**src/rtl/dmi_uart_resp_tx.sv**
```systemverilog
// DMI-over-UART response serialiser: turns one accepted request into
// HEADER, {cmd,addr}, LENGTH and LENGTH payload bytes (LSB first) on the UART byte port.
module dmi_uart_resp_tx #(
    parameter int unsigned IrLength = 5,
    parameter int unsigned DATA_W   = 41,
    parameter logic [7:0]  HEADER   = 8'h01
) (
    input  logic                  clk_i,
    input  logic                  rst_ni,
    input  logic                  req_valid_i,
    output logic                  req_ready_o,
    input  logic [8-IrLength-1:0] req_cmd_i,
    input  logic [IrLength-1:0]   req_addr_i,
    input  logic [7:0]            req_len_i,
    input  logic [DATA_W-1:0]     req_data_i,
    output logic [7:0]            tx_data_o,
    output logic                  tx_we_o,
    input  logic                  tx_ready_i,
    output logic                  busy_o
);

    localparam int unsigned CMD_W  = 8 - IrLength;
    localparam int unsigned NBYTES = (DATA_W + 7) / 8;
    localparam int unsigned PAD_W  = NBYTES * 8;
    localparam int unsigned CNT_W  = (NBYTES > 1) ? $clog2(NBYTES) : 1;

    typedef enum logic [2:0] {
        ST_IDLE,
        ST_HEADER,
        ST_CMDADDR,
        ST_LENGTH,
        ST_DATA
    } state_t;

    state_t              r_state;
    state_t              w_state_d;
    logic [CMD_W-1:0]    r_cmd;
    logic [CMD_W-1:0]    w_cmd_d;
    logic [IrLength-1:0] r_addr;
    logic [IrLength-1:0] w_addr_d;
    logic [7:0]          r_len;
    logic [7:0]          w_len_d;
    logic [DATA_W-1:0]   r_data;
    logic [DATA_W-1:0]   w_data_d;
    logic [CNT_W-1:0]    r_cnt;
    logic [CNT_W-1:0]    w_cnt_d;
    logic                r_tx_we;
    logic                w_tx_we_d;
    logic [7:0]          r_tx_data;
    logic [7:0]          w_tx_data_d;

    logic                w_xfer;
    logic                w_last;
    logic [7:0]          w_len_clamp;

    // Payload byte idx; the zero padding clears the unused top bits of the remainder byte.
    function automatic logic [7:0] pick_byte(input logic [DATA_W-1:0] data,
                                             input logic [CNT_W-1:0]  idx);
        logic [PAD_W-1:0] pad;
        pad = PAD_W'(data);
        return 8'(pad >> {idx, 3'b000});
    endfunction

    assign w_xfer      = r_tx_we && tx_ready_i;
    assign w_last      = (8'(r_cnt) == (r_len - 8'd1));
    assign w_len_clamp = (req_len_i > 8'(NBYTES)) ? 8'(NBYTES) : req_len_i;

    assign req_ready_o = (r_state == ST_IDLE);
    assign busy_o      = (r_state != ST_IDLE);
    assign tx_we_o     = r_tx_we;
    assign tx_data_o   = r_tx_data;

    // State, latched request and registered byte outputs
    always_ff @(posedge clk_i or negedge rst_ni) begin
        if (!rst_ni) begin
            r_state   <= ST_IDLE;
            r_cmd     <= '0;
            r_addr    <= '0;
            r_len     <= '0;
            r_data    <= '0;
            r_cnt     <= '0;
            r_tx_we   <= 1'b0;
            r_tx_data <= '0;
        end else begin
            r_state   <= w_state_d;
            r_cmd     <= w_cmd_d;
            r_addr    <= w_addr_d;
            r_len     <= w_len_d;
            r_data    <= w_data_d;
            r_cnt     <= w_cnt_d;
            r_tx_we   <= w_tx_we_d;
            r_tx_data <= w_tx_data_d;
        end
    end

    // Next state; the next byte is loaded on the same edge that retires the current one
    always_comb begin
        w_state_d   = r_state;
        w_cmd_d     = r_cmd;
        w_addr_d    = r_addr;
        w_len_d     = r_len;
        w_data_d    = r_data;
        w_cnt_d     = r_cnt;
        w_tx_we_d   = r_tx_we;
        w_tx_data_d = r_tx_data;

        unique case (r_state)
            ST_IDLE: begin
                w_tx_we_d = 1'b0;
                if (req_valid_i) begin
                    w_cmd_d     = req_cmd_i;
                    w_addr_d    = req_addr_i;
                    w_len_d     = w_len_clamp;
                    w_data_d    = req_data_i;
                    w_cnt_d     = '0;
                    w_state_d   = ST_HEADER;
                    w_tx_we_d   = 1'b1;
                    w_tx_data_d = HEADER;
                end
            end
            ST_HEADER: begin
                if (w_xfer) begin
                    w_state_d   = ST_CMDADDR;
                    w_tx_data_d = {r_cmd, r_addr};
                end
            end
            ST_CMDADDR: begin
                if (w_xfer) begin
                    w_state_d   = ST_LENGTH;
                    w_tx_data_d = r_len;
                end
            end
            ST_LENGTH: begin
                if (w_xfer) begin
                    if (r_len == 8'd0) begin
                        w_state_d   = ST_IDLE;
                        w_tx_we_d   = 1'b0;
                        w_tx_data_d = '0;
                    end else begin
                        w_state_d   = ST_DATA;
                        w_cnt_d     = '0;
                        w_tx_data_d = pick_byte(r_data, '0);
                    end
                end
            end
            ST_DATA: begin
                if (w_xfer) begin
                    if (w_last) begin
                        w_state_d   = ST_IDLE;
                        w_cnt_d     = '0;
                        w_tx_we_d   = 1'b0;
                        w_tx_data_d = '0;
                    end else begin
                        w_cnt_d     = r_cnt + CNT_W'(1);
                        w_tx_data_d = pick_byte(r_data, r_cnt + CNT_W'(1));
                    end
                end
            end
            default: begin
                w_state_d = ST_IDLE;
                w_tx_we_d = 1'b0;
            end
        endcase
    end

endmodule

```
**config.mk**
```make
export PLATFORM = sky130hd
export DESIGN_NAME = dmi_uart_resp_tx
export DESIGN_NICKNAME = d
export VERILOG_FILES = /design/src/rtl/dmi_uart_resp_tx.sv
export SDC_FILE = /design/constraint.sdc
export NUM_CORES = 1
export LEC_CHECK = 0
export CAP_MARGIN = 15
export CELL_PAD_IN_SITES_DETAIL_PLACEMENT = 1
export CELL_PAD_IN_SITES_GLOBAL_PLACEMENT = 1
export CORE_AREA = 2 2 93 95
export DETAILED_ROUTE_END_ITERATION = 10
export DIE_AREA = 0 0 95 97
export DONT_BUFFER_PORTS = 1
export PLACE_DENSITY_LB_ADDON = 0.25
export REMOVE_ABC_BUFFERS = 1
export SLEW_MARGIN = 20
export SYNTH_ARGS = -nofsm -noshare
export SYNTH_HDL_FRONTEND = slang
export SYNTH_SLANG_ARGS = --single-unit
```
**constraint.sdc**
```tcl
create_clock -name clk_i -period 2.7 [get_ports clk_i]
set_clock_uncertainty 0.1 [all_clocks]
set_input_delay 0.405 -clock clk_i [delete_from_list [all_inputs] [get_ports clk_i]]
set_output_delay 0.405 -clock clk_i [all_outputs]
set_load 0.05 [all_outputs]
```
## Yosys cells after proc, flatten, opt, wreduce, memory -nomap -nowiden

Index checks and enable logic that the tools add are counted.

| operators by class | value |
|---|---|
| add/sub/neg operators | 2 |
| order comparisons | 1 |
| equal/unequal tests | 13 |
| shift-type cells | 1 |
| multiplexer cells | 29 |
| bitwise gates (word level) | 1 |
| reduce and logical (&&, ||, !) cells | 12 |

Operators with widths:

| kind | number |
|---|---|
| 8-bit 2-to-1 mux | 8 |
| 41-bit by 6-bit >> shifter with 8-bit output | 1 |
| 8-bit one-hot mux with 5 select lines | 1 |
| 3-bit 2-to-1 mux | 12 |
| 2-bit != test (second input constant) | 8 |
| 3-bit one-hot mux with 5 select lines | 1 |
| 6-bit AND reduction | 2 |
| 5-bit AND reduction | 2 |
| 3-bit one-hot mux with 3 select lines | 1 |
| 3-bit by 8-bit == test with 1-bit output | 1 |
| 8-bit by 3-bit > comparator with 1-bit output (second input constant) | 1 |
| 8-bit logical NOT | 1 |
| 8-bit by 1-bit subtractor with 8-bit output (second input constant) | 1 |
| 3-bit by 2-bit == test with 1-bit output (second input constant) | 2 |
| 3-bit nonzero test | 2 |
| 1-bit 2-to-1 mux | 5 |
| 5-bit nonzero test | 1 |
| 1-bit one-hot mux with 4 select lines | 1 |
| 3-bit by 1-bit adder with 3-bit output (second input constant) | 1 |
| 3-bit by 1-bit == test with 1-bit output (second input constant) | 1 |
| 3-bit == test (second input constant) | 1 |
| 3-bit logical NOT | 1 |
| 2-bit AND reduction | 1 |
| 2-bit OR reduction | 1 |
| other kinds (2) | 2 |

| word-level totals | value |
|---|---|
| flip-flop bits (word level) | 72 |
| input port bits | 61 |
| output and inout port bits | 11 |
| logic and storage cells | 67 |

## Logic depth before layout (Yosys ltp)

| depth | value |
|---|---|
| depth in word-level cells | 5 |
| gate-level depth with buffers | 8 |
| depth with buffers taken out | 7 |

## Worst setup path before layout

No wires, ideal clock.

| timing | value |
|---|---|
| kind | register to register |
| start | register r_state[2] |
| end | register r_tx_data[6], in the netlist tx_data_o[6] |
| setup time | 0.143 ns |
| arrival | 2.658 ns |
| data required time | 2.457 ns |
| setup slack | -0.202 ns |
| cell stages (with the launch flop) | 8 |
| path buffers | 2 |
| clock period less this slack | 2.902 ns |
| cell sequence | dfrtp_1 -> clkbuf_2 -> nor3_1 -> nand2_1 -> clkbuf_1 -> a21oi_1 -> a21o_1 -> o41ai_2 |

| on the way | value |
|---|---|
| cells in the longest elaborated chain, start to end | 3 |
| elaborated cells between the ends (all ways) | 13 |
| those cells by class | eq/ne (9); mux (1); reduce/logical (3) |

Ends and longest elaborated chain:

| item | RTL line | source |
|---|---|---|
| from (decl) | 35 | `state_t r_state;` |
| from (signal assigned) | 85 | `r_state <= w_state_d;` |
| 3-bit logical NOT * | n/a |  |
| via req_ready_o | 11 | `output logic req_ready_o,` |
| 5-bit nonzero test (no source line) / 2-bit != test (equally long branches) | n/a |  |
| 6-bit AND reduction (no source line) | n/a |  |
| to (signal assigned) | 92 | `r_tx_data <= w_tx_data_d;` |
| to (decl) | 49 | `logic [7:0] r_tx_data;` |

The timed path passes the listed nets; every way through them passes the cells marked *.
A chain may end at the register's enable or synchronous reset.

## Worst setup path in the final report

| timing | value |
|---|---|
| start | register r_len[0] |
| end | register r_cnt[2] |

| on the way | value |
|---|---|
| cells in the longest elaborated chain, start to end | 5 |
| elaborated cells between the ends (all ways) | 8 |
| those cells by class | add/sub (1); eq/ne (2); mux (3); reduce/logical (2) |

Ends and longest elaborated chain:

| item | RTL line | source |
|---|---|---|
| from (decl) | 41 | `logic [7:0] r_len;` |
| from (signal assigned) | 88 | `r_len <= w_len_d;` |
| 8-bit by 1-bit subtractor with 8-bit output | 65 | `assign w_last = (8'(r_cnt) == (r_len - 8'd1));` |
| 3-bit by 8-bit == test with 1-bit output | 65 |  |
| 3-bit 2-to-1 mux | 148 | `if (w_last) begin` |
| 3-bit 2-to-1 mux | 147 | `if (w_xfer) begin` |
| 3-bit one-hot mux with 3 select lines | 107 | `unique case (r_state)` |
| to (signal assigned) | 90 | `r_cnt <= w_cnt_d;` |
| to (decl) | 45 | `logic [CNT_W-1:0] r_cnt;` |

Several ways; a longest one is shown, not always the timed one. The select of a mux whose other input is x is not followed.

==> summary.txt <==
Status
  • Status: complete, no violations

Die
  • Initial Util: between 40% and 50%
  • Die W: 95 um
  • FP Rows: 33
  • Die H: slightly below 100 um
  • Die area: 9220 um2
  • Ports: 72
  • Core Box Area: 8130 um2

Timing
  • Final Hold Fails: 0
  • RSZ-0062 raised after global routing: false
  • Max Freq: roughly 430 MHz
  • Worst Tran Pin Value: ~0.63 ns
  • Worst slew margin: approximately 58%
  • Fin crit share: roughly 87%
  • Fin. max-slew vios: 0
  • Tmin final: roughly 2.3 ns
  • Count of final setup violators: 0

Yosys
  • Synth Warn #: 0
  • Sequential area share after synthesis: about half
  • Synth cell types: between 50 and 60
  • Top-count cell post-synth: nand2_1
  • Area leader, netlist: dfrtp_1
  • Avg Inst Size Synth: 9.07 um2
  • Number of cells produced by synthesis: 410
  • Top_reg_cell synth: dfrtp_1
  • EDFF count, synth: 0
  • Top cell type's share of synthesized area: between 40% and 50%
  • Async SR Flop Fraction: 100%
  • Post-Syn Area: 3720 um2
  • Most instantiated cells after synthesis: nand2_1 (155), dfrtp_1 (72), a21oi_1 (32)
  • Synth area leaders: dfrtp_1 (48%), nand2_1 (16%), mux4_2 (4.8%)
  • Register bit total from synthesis: 72

Setup path
  • Crit-path slowest cell: a22oi_1
  • Worst setup SP type: register
  • Cell Chain, Critical Path: inv_1 > ha_1 > nor4b_2 > a211oi_4 > a22oi_1 > a2111oi_0 > a221o_1
  • Crit path kind: register to register
  • Worst reg2reg setup slack: ~0.36 ns
  • R2R depth: 7
  • Worst reg2reg path endpoint: r_cnt[2]
  • Worst Path Arrival: around 2.5 ns
  • Reg-to-Reg Start: r_len[0]
  • Worst-path maximum fanout: 6
  • Slowest stage delay, CP: 0.45 ns
  • Critical Path End Type: register
  • Worst Path Required: roughly 2.8 ns

CTS
  • Post-CTS sizing: 0
  • CTS tree: done
  • Clk pin slew, worst setup/hold paths: around 0.08 ns
  • Setup Fix Bufs, Post-CTS: 0
  • H-Tree Depth: 3
  • Clock network latency to the later pin of the worst-skew pair: between 0.3 and 0.4 ns
  • Clock buffer depth: 2
  • TritonCTS buffer count: 9
  • Cts hold-fix bufs: 2
  • CTS Root Cell: clkbuf_8
  • Total clock sinks: 72

Global routing
  • Total congestion overflow: 0
  • Top Usage Layer GRT: met2
  • Grt met2 use: roughly two fifths
  • Global-route wire length before repair: 16.4 mm
  • Initial antenna violation count: 0
  • Tot GR Track Use: between 20% and 30%
  • Largest net degree at the start of global routing: 73
  • GR Layer Usage met3: roughly 5.4%
  • Number of global-route vias before repair: between 3000 and 4000
  • Met1 Track Usage GR: ~29%

Route
  • DR iter-0 viols: 90
  • Via count: 2915
  • Vias per cell: about 5.6
  • WL/cell: 18.7 um
  • First-pass iteration count of the detailed router: 4
  • Drt total wl: ~10 mm
  • Remaining DRCs: 0
  • Post-DRT Antenna Nets: 0

Power
  • Power density over the cells: around 1200 nW/um2
  • Leakage power: between 1.5 and 2 nW
  • Peak supply drop: ~0.39 mV
  • Total power: approximately 4.8 mW

Place
  • Gp weighted congestion: between 0.8 and 0.9
  • Dpl hpwl: roughly 7 mm
  • Placed cell areas: 3850 um2
  • Port buffer count: 0

Finish
  • Layout cells sized above 1: approximately an eighth
  • Final instance area: ~4100 um2
  • Nets: roughly 480
  • Diodes inserted: 0
  • Area grow syn2layout: 11.0%

Worst hold path
  • WHS Endpoint: r_data[4]
  • Critical hold path startpoint: req_data_i[4]
  • Worst Hold Path Cells: 2
  • Hold crit path type: primary input to register

Run
  • Max-cap violations: 0
layout by cell type, fill, tap and decap left out, types with 8 or more instances in the layout:
master / n
nand2_1: 154
dfrtp_1: 72
a21oi_1: 32
o21ai_0: 12
clkbuf_8: 12
buf_4: 12
nand2b_1: 9
a21o_1: 9
mux4_2: 8
nor2_1: 8
critical path: cells and delay by family (launching register included):
family                   cells  cell delay, ns
AND/OR/NAND/NOR              1            0.39
flip-flops                   1            0.41
adder cells (fa/ha/maj)      1            0.17
buffers and inverters        1            0.16
AO/OA/AOI/OAI                4            1.01
metrics by stage:
stage	hold slack, ns	TNS, ns	worst slack [ns]	util, %	std cells
2_1_floorplan	0.00941	-58.27	-1.18	-	387
3_3_place_gp	0.0116	0	0.513	47.3	504
3_5_place_dp	0.0118	0	0.439	47.3	504
4_1_cts	0.0552	0	0.363	50.7	522
5_1_grt	0.0600	0	0.221	50.7	522
6_report	0.0656	0	0.358	50.7	522
registers in the layout, summed over array words and instances (netlist names):
signal     cells
r_data        41
r_state        3
tx_data_o      8
r_cmd          3
r_addr         5
r_len          8
tx_we_o        1
r_cnt          3
power breakdown:
group / switching (mW) / internal (mW) / leakage, nW / total (mW)
clock network: 0.408 / 0.598 / 0.123 / 1.01
logic: 0.956 / 0.711 / 0.971 / 1.67
registers: 0.575 / 1.51 / 0.901 / 2.09
total: 1.94 / 2.82 / 2.00 / 4.76
kinds of logic after synthesis:
logic type	Yosys count	share of synthesized area (%)
and+or+nand+nor	212	25.4
buffers and inverters	29	3.20
AOI/OAI and AO/OA	78	15.1
xor gates and xnor gates	6	1.41
adders and majority gates	3	1.01
DFF	72	48.5
muxes	10	5.42
layout make-up:
class | count | area (um2)
repair buffers | 14 | 128
clock inverters | 4 | 73.8
multi-input cells | 309 | 1810
fillers | 937 | 4010
inverters | 6 | 22.5
clock buffers | 12 | 165
well taps | 105 | 131
flip-flops and latches | 72 | 1800
metal layers:
layer  vias up  part of all wire [%]
li1       1380                     -
met1      1450                    43
met2        67                    50
met3        18                   5.1
met4         0                   1.9
met5         -                     0
how the worst max path moves through the flow:
stage          startpoint            to  slack, ns
4_1_cts          r_len[0]      r_cnt[2]       0.36
6_report         r_len[0]      r_cnt[2]       0.36
5_1_grt          r_len[0]      r_cnt[2]       0.22
3_3_place_gp     r_cnt[1]  tx_data_o[0]       0.51
3_5_place_dp     r_cnt[1]  tx_data_o[0]       0.44
2_1_floorplan  r_state[1]  tx_data_o[2]      -1.18
(Power assumes the default switching activity.)
